## config.mk

```make
export PLATFORM = sky130hd
export DESIGN_NAME = fetch_unit
export DESIGN_NICKNAME = d
export VERILOG_FILES = /design/src/rtl/cpu_pkg.sv /design/src/rtl/fetch_buffer.sv /design/src/rtl/fetch_unit.sv
export SDC_FILE = /design/constraint.sdc
export NUM_CORES = 1
export LEC_CHECK = 0
export CORE_MARGIN = 10
export CORE_UTILIZATION = 30
export DETAILED_ROUTE_END_ITERATION = 8
export GPL_TIMING_DRIVEN = 0
export SKIP_CTS_REPAIR_TIMING = 1
export SYNTH_ARGS = -nofsm -noshare
export SYNTH_HDL_FRONTEND = slang
export SYNTH_HIERARCHICAL = 1
export SYNTH_SLANG_ARGS = --single-unit
```

## constraint.sdc

```tcl
create_clock -name clk -period 4.1 [get_ports clk]
set_input_delay 0.41 -clock clk [delete_from_list [all_inputs] [get_ports clk]]
set_output_delay 0.41 -clock clk [all_outputs]
set_load 0.1 [all_outputs]
```

## src/rtl/cpu_pkg.sv

```systemverilog
// Shared types and constants for the CPU front end.
package cpu_pkg;

    typedef logic [15:0] halfword_t;
    typedef logic [31:0] word_t;

    typedef enum logic [1:0] {
        S_RESET,
        S_FETCH,
        S_FULL
    } fetch_state_t;

    localparam word_t RESET_PC_DEFAULT = 32'h0000_0000;

endpackage

```

## src/rtl/fetch_buffer.sv

```systemverilog
// Halfword FIFO: up to two pushes and one pop per cycle, synchronous flush.
module fetch_buffer
    import cpu_pkg::*;
#(
    parameter int DEPTH = 4
) (
    input  logic                         clk,
    input  logic                         rst,
    input  logic                         flush,
    input  logic [1:0]                   push_cnt,
    input  halfword_t                    push_data0,
    input  halfword_t                    push_data1,
    input  logic                         pop,
    output halfword_t                    head,
    output logic                         empty,
    output logic [$clog2(DEPTH+1)-1:0]   free
);

    localparam int PW = $clog2(DEPTH);
    localparam int CW = $clog2(DEPTH + 1);

    halfword_t         mem [DEPTH];
    logic [PW-1:0]     rd_ptr;
    logic [PW-1:0]     wr_ptr;
    logic [PW-1:0]     wr_ptr1;
    logic [PW-1:0]     wr_ptr2;
    logic [CW-1:0]     count;

    // DEPTH need not be a power of two, so pointers wrap explicitly.
    function automatic logic [PW-1:0] wrap_inc(input logic [PW-1:0] p);
        if (p == PW'(DEPTH - 1))
            return '0;
        else
            return p + PW'(1);
    endfunction

    assign wr_ptr1 = wrap_inc(wr_ptr);
    assign wr_ptr2 = wrap_inc(wr_ptr1);

    always_ff @(posedge clk) begin
        if (!rst && !flush) begin
            if (push_cnt != 2'd0)
                mem[wr_ptr] <= push_data0;
            if (push_cnt == 2'd2)
                mem[wr_ptr1] <= push_data1;
        end
    end

    always_ff @(posedge clk) begin
        if (rst || flush) begin
            rd_ptr <= '0;
            wr_ptr <= '0;
            count  <= '0;
        end else begin
            if (push_cnt == 2'd2)
                wr_ptr <= wr_ptr2;
            else if (push_cnt == 2'd1)
                wr_ptr <= wr_ptr1;
            if (pop)
                rd_ptr <= wrap_inc(rd_ptr);
            count <= count + CW'(push_cnt) - CW'(pop);
        end
    end

    assign head  = mem[rd_ptr];
    assign empty = (count == '0);
    assign free  = CW'(DEPTH) - count;

endmodule

```

## src/rtl/fetch_unit.sv

```systemverilog
// Instruction fetch: reads 32-bit words, splits them into Thumb halfwords
// and presents one halfword per cycle with its PC to decode.
//
//   state   | meaning
//   S_RESET | one idle cycle after reset or a branch redirect, req low
//   S_FETCH | request outstanding at o_imem_addr, held until acked
//   S_FULL  | fewer than two free entries, req low until space frees
module fetch_unit
    import cpu_pkg::*;
#(
    parameter word_t RESET_PC  = RESET_PC_DEFAULT,
    parameter int    BUF_DEPTH = 4
) (
    input  logic        clk,
    input  logic        rst,
    input  logic        i_stall,
    input  logic        i_branch,
    input  logic [31:0] i_branch_target,
    output logic        o_imem_req,
    output logic [31:0] o_imem_addr,
    input  logic        i_imem_ack,
    input  logic [31:0] i_imem_rdata,
    output logic [15:0] o_ir,
    output logic        o_ir_valid,
    output logic [31:0] o_pc
);

    localparam int FW = $clog2(BUF_DEPTH + 1);

    fetch_state_t  state;
    fetch_state_t  state_d;
    word_t         addr_q;
    word_t         pc_q;
    logic          skip_lo;

    logic          accept;
    logic          pop;
    logic [1:0]    push_cnt;
    halfword_t     push_data0;
    halfword_t     push_data1;
    halfword_t     head;
    logic          empty;
    logic [FW-1:0] free;
    logic [FW:0]   free_after;

    assign accept     = (state == S_FETCH) && i_imem_ack && !i_branch;
    assign pop        = !empty && !i_stall && !i_branch;
    assign push_cnt   = accept ? (skip_lo ? 2'd1 : 2'd2) : 2'd0;
    assign push_data0 = skip_lo ? i_imem_rdata[31:16] : i_imem_rdata[15:0];
    assign push_data1 = i_imem_rdata[31:16];

    // Free entries once this cycle's push and pop have both landed.
    assign free_after = {1'b0, free} + {{FW{1'b0}}, pop} - {{(FW-1){1'b0}}, push_cnt};

    fetch_buffer #(
        .DEPTH (BUF_DEPTH)
    ) u_buffer (
        .clk        (clk),
        .rst        (rst),
        .flush      (i_branch),
        .push_cnt   (push_cnt),
        .push_data0 (push_data0),
        .push_data1 (push_data1),
        .pop        (pop),
        .head       (head),
        .empty      (empty),
        .free       (free)
    );

    always_ff @(posedge clk) begin
        if (rst || i_branch)
            state <= S_RESET;
        else
            state <= state_d;
    end

    always_comb begin
        state_d    = state;
        o_imem_req = 1'b0;
        unique case (state)
            S_RESET: state_d = S_FETCH;
            S_FETCH: begin
                o_imem_req = 1'b1;
                if (i_imem_ack && free_after < (FW+1)'(2))
                    state_d = S_FULL;
            end
            S_FULL: begin
                if (free >= FW'(2))
                    state_d = S_FETCH;
            end
            default: state_d = S_RESET;
        endcase
    end

    always_ff @(posedge clk) begin
        if (rst) begin
            addr_q  <= RESET_PC & ~32'h3;
            pc_q    <= RESET_PC;
            skip_lo <= RESET_PC[1];
        end else if (i_branch) begin
            addr_q  <= i_branch_target & ~32'h3;
            pc_q    <= i_branch_target & ~32'h1;
            skip_lo <= i_branch_target[1];
        end else begin
            if (accept) begin
                addr_q  <= addr_q + 32'd4;
                skip_lo <= 1'b0;
            end
            if (pop)
                pc_q <= pc_q + 32'd2;
        end
    end

    assign o_imem_addr = addr_q;
    assign o_pc        = pc_q;
    assign o_ir_valid  = !empty;
    assign o_ir        = empty ? 16'h0000 : head;

endmodule

```

==> key figures <==
Floorplan
  • Num ports: 151
  • Die area: 0.0331 mm2
  • Die Span X: 182 um
  • Std-Cell Rows: 59
  • Initial Util: 30.3%
  • Die Span Y: 182 um
  • Core ar.: 0.0259 mm2

Worst setup path
  • FF-to-FF Start: skip_lo$_SDFFE_PP0P_
  • Critical path fanouts, max: 10
  • R2r endpoint: state[0]$_SDFFE_PP0P_
  • Startpoint types: flip-flop
  • Setup crit end kind: flip-flop
  • Arr. time, crit path: 4.14 ns
  • FF-to-FF setup slack: 0.27 ns
  • Reg2reg path depth: 11
  • CP required: 4.41 ns
  • WS Path Type: reg2reg

Clock tree
  • CTS max path bufs: 2
  • CTS tree: yes
  • CTS sink count: 137
  • Clock Latency Late Sink: 0.43 ns
  • TritonCTS Buffers: 17
  • Clock root buffer: clkbuf_16
  • H-tree levels: 4
  • CTS clock-pin slew for the worst setup and hold paths: 0.06 ns

Route
  • Detailed-route DRC error count: 0
  • TritonRoute pass-1 iters: 4
  • Via/cell ratio: 4.85
  • Vias: 5868
  • Final WL: 22.7 mm
  • WL per Instance: 18.8 um
  • Post-DRT Antenna Nets: 0
  • Initial DRC Count: 326

Finish
  • Final Util: 39.9%
  • Post-route insts no fill: 1211
  • # nets final: 955
  • # diodes: 0
  • Fin area: 0.0103 mm2
  • Synthesis-to-finish area growth: 31.4%
  • Fill count: 2495
  • Layout cell share with drive strength beyond 1: 18.9%

Power and ir drop
  • PwrDens: 377 mW/mm2
  • Leak: 3.59 nW
  • Power, Total: 3.89 mW
  • Combinational share of power: 21.3%
  • Clock share of power: 39.1%
  • Switch share: 31.8%
  • Net Sw Power: 1.24 mW
  • Internal power: 2.65 mW
  • Reg power frac: 39.6%
  • Peak supply drop: 0.217 mV

Yosys
  • Yosys reg bits: 137
  • Cell Area, Synth: 0.00786 mm2
  • Most common cell in the netlist: dfxtp_1
  • Mean Syn Cell Area: 11.3 um2
  • Sequential-to-total area share from yosys stat: 43.0%
  • Cells after synthesis: 696
  • Top post-synthesis cells by count: 73 x dfxtp_1, 64 x edfxtp_1, 45 x inv_1, 45 x mux2_2, 36 x mux2_4
  • Async set-or-reset flop fraction in the synthesized netlist: 0%
  • Library cells used by synthesis: 63
  • Warnings from Yosys: 6
  • Ranking of synthesized cells by area: edfxtp_1 24%, dfxtp_1 19%, mux2_4 6.9%
  • Cell taking the most area after synthesis: edfxtp_1
  • Main synth FF type: dfxtp_1
  • Number of synthesized flops with an enable pin: 64
  • Area share of the largest cell type after synthesis: 24.4%

Timing
  • Clk_skew: 0.0112 ns
  • Worst slew pin tran: 1.29 ns
  • Final Hold Vio Count: 0
  • Setup TNS: 0 ns
  • RSZ-0062 raised after global routing: false
  • Fmax: 0.261 GHz
  • Final slew viol count: 0
  • Slew margin rel.: 13.5%
  • Final period utilization: 93.5%
  • Min Tclk post-route: 3.83 ns
  • Final setup vio count: 0
  • Hold_ws: 0.526 ns
  • Worst setup margin: 0.267 ns

Min path
  • WHS Endpoint: u_buffer/count[2]$_SDFF_PP0_
  • Hold_sp: u_buffer/count[2]$_SDFF_PP0_
  • Hold crit path type: reg2reg
  • Hold path depth: 2

Global route
  • Total congestion overflow: 0
  • Largest net degree at the start of global routing: 17
  • Gr usage total: 13.8%
  • Vias in the first global route: 6317
  • Initial antenna violation count: 0
  • First-pass GRT wire length: 36.1 mm

Placed design
  • Setup WS pre-CTS: -0.305 ns
  • Placed cell areas: 0.00975 mm2
  • HPWL after detailed placement: 17.1 mm
  • Port bufs: 146
  • GP Congestion: 0.831
  • Dpl cells: 1179

Run status
  • Outcome: completed

Run
  • MaxCap Viol Count: 0
## flip-flops by register name, summed over array words and instances (netlist names), named ones only
| register | flops |
|---|---|
| u_buffer/mem | 64 |
| o_pc | 31 |
| o_imem_addr | 30 |
| u_buffer/count | 3 |
| state | 2 |
| u_buffer/rd_ptr | 2 |
| u_buffer/wr_ptr | 2 |
| skip_lo | 1 |
## routing by layer
layer / wire length (um) / track usage [%] / vias up
li1: - / - / 2864
met1: 10000 / 17.1 / 2852
met2: 11200 / 23.0 / 127
met3: 1060 / 3.16 / 25
met4: 425 / 4.52 / 0
met5: 0 / 0 / -
## worst max-delay path by stage
stage,from,to,slack [ns],cells past startpoint
final,skip_lo$_SDFFE_PP0P_,state[0]$_SDFFE_PP0P_,0.27,11
after global routing,skip_lo$_SDFFE_PP0P_,state[0]$_SDFFE_PP0P_,0.0008,11
after CTS,skip_lo$_SDFFE_PP0P_,state[0]$_SDFFE_PP0P_,-0.03,11
after detailed placement,i_branch,state[0]$_SDFFE_PP0P_,-0.31,12
after global placement,i_branch,state[0]$_SDFFE_PP0P_,-0.27,12
after floorplan,skip_lo$_SDFFE_PP0P_,state[0]$_SDFFE_PP0P_,0.79,11
## cell type report
class / instances / area, um2 / share of cell area [%]
clock inverter: 13 / 145 / 1.41
tap: 335 / 419 / 4.06
timing repair buffer: 146 / 1460 / 14.1
clock buffer: 19 / 433 / 4.19
inverter: 46 / 173 / 1.67
buffer: 39 / 282 / 2.73
sequential: 137 / 3380 / 32.8
multi-input combinational: 476 / 4030 / 39.1
## logic make-up after synthesis
group | synth area share (%)
xor+xnor | 6.57
compound gates | 8.94
flops | 43.0
other cells | 0.0477
mux | 18.3
simple gates | 13.5
buf+inv | 5.75
fa+ha+maj | 3.85
## placed cells by master (no fill, tap or decap), types with 7 or more instances in the layout
cell type and count:
clkbuf_16 17, nor2_1 30, dfxtp_1 73, a21oi_1 31
nand3_1 28, mux2_2 45, mux4_2 16, xor2_1 35
nor2b_1 18, nand2_1 30, edfxtp_1 64, inv_1 45
mux2_4 36, xnor2_1 24, ha_1 21, a21boi_1 10
and3_1 9, nor3_1 7, clkdlybuf4s50_1 146, clkbuf_1 18
a21boi_0 33, nor4_1 8, nand4_1 21
## critical path, cell delays in order (launching register included)
cell      delay [ns]
dfxtp_1         0.30
clkbuf_1        0.53
clkbuf_2        0.43
nor3b_1         0.43
ha_1            0.32
or3_1           0.36
fa_1            0.41
nand2b_1        0.20
nor4_1          0.16
mux2_2          0.18
nor3_1          0.06
o311a_1         0.35
## power groups by stage
stage | registers [mW] | logic, mW | clock network, mW
finish | 1.54 | 0.829 | 1.52
global route | 1.55 | 0.872 | 1.61
floorplan | 1.85 | 0.294 | 0
global placement | 1.57 | 0.828 | 0
detailed placement | 1.57 | 0.832 | 0
CTS | 1.54 | 0.835 | 1.56
Note: power is estimated with default switching activity, not from simulation.
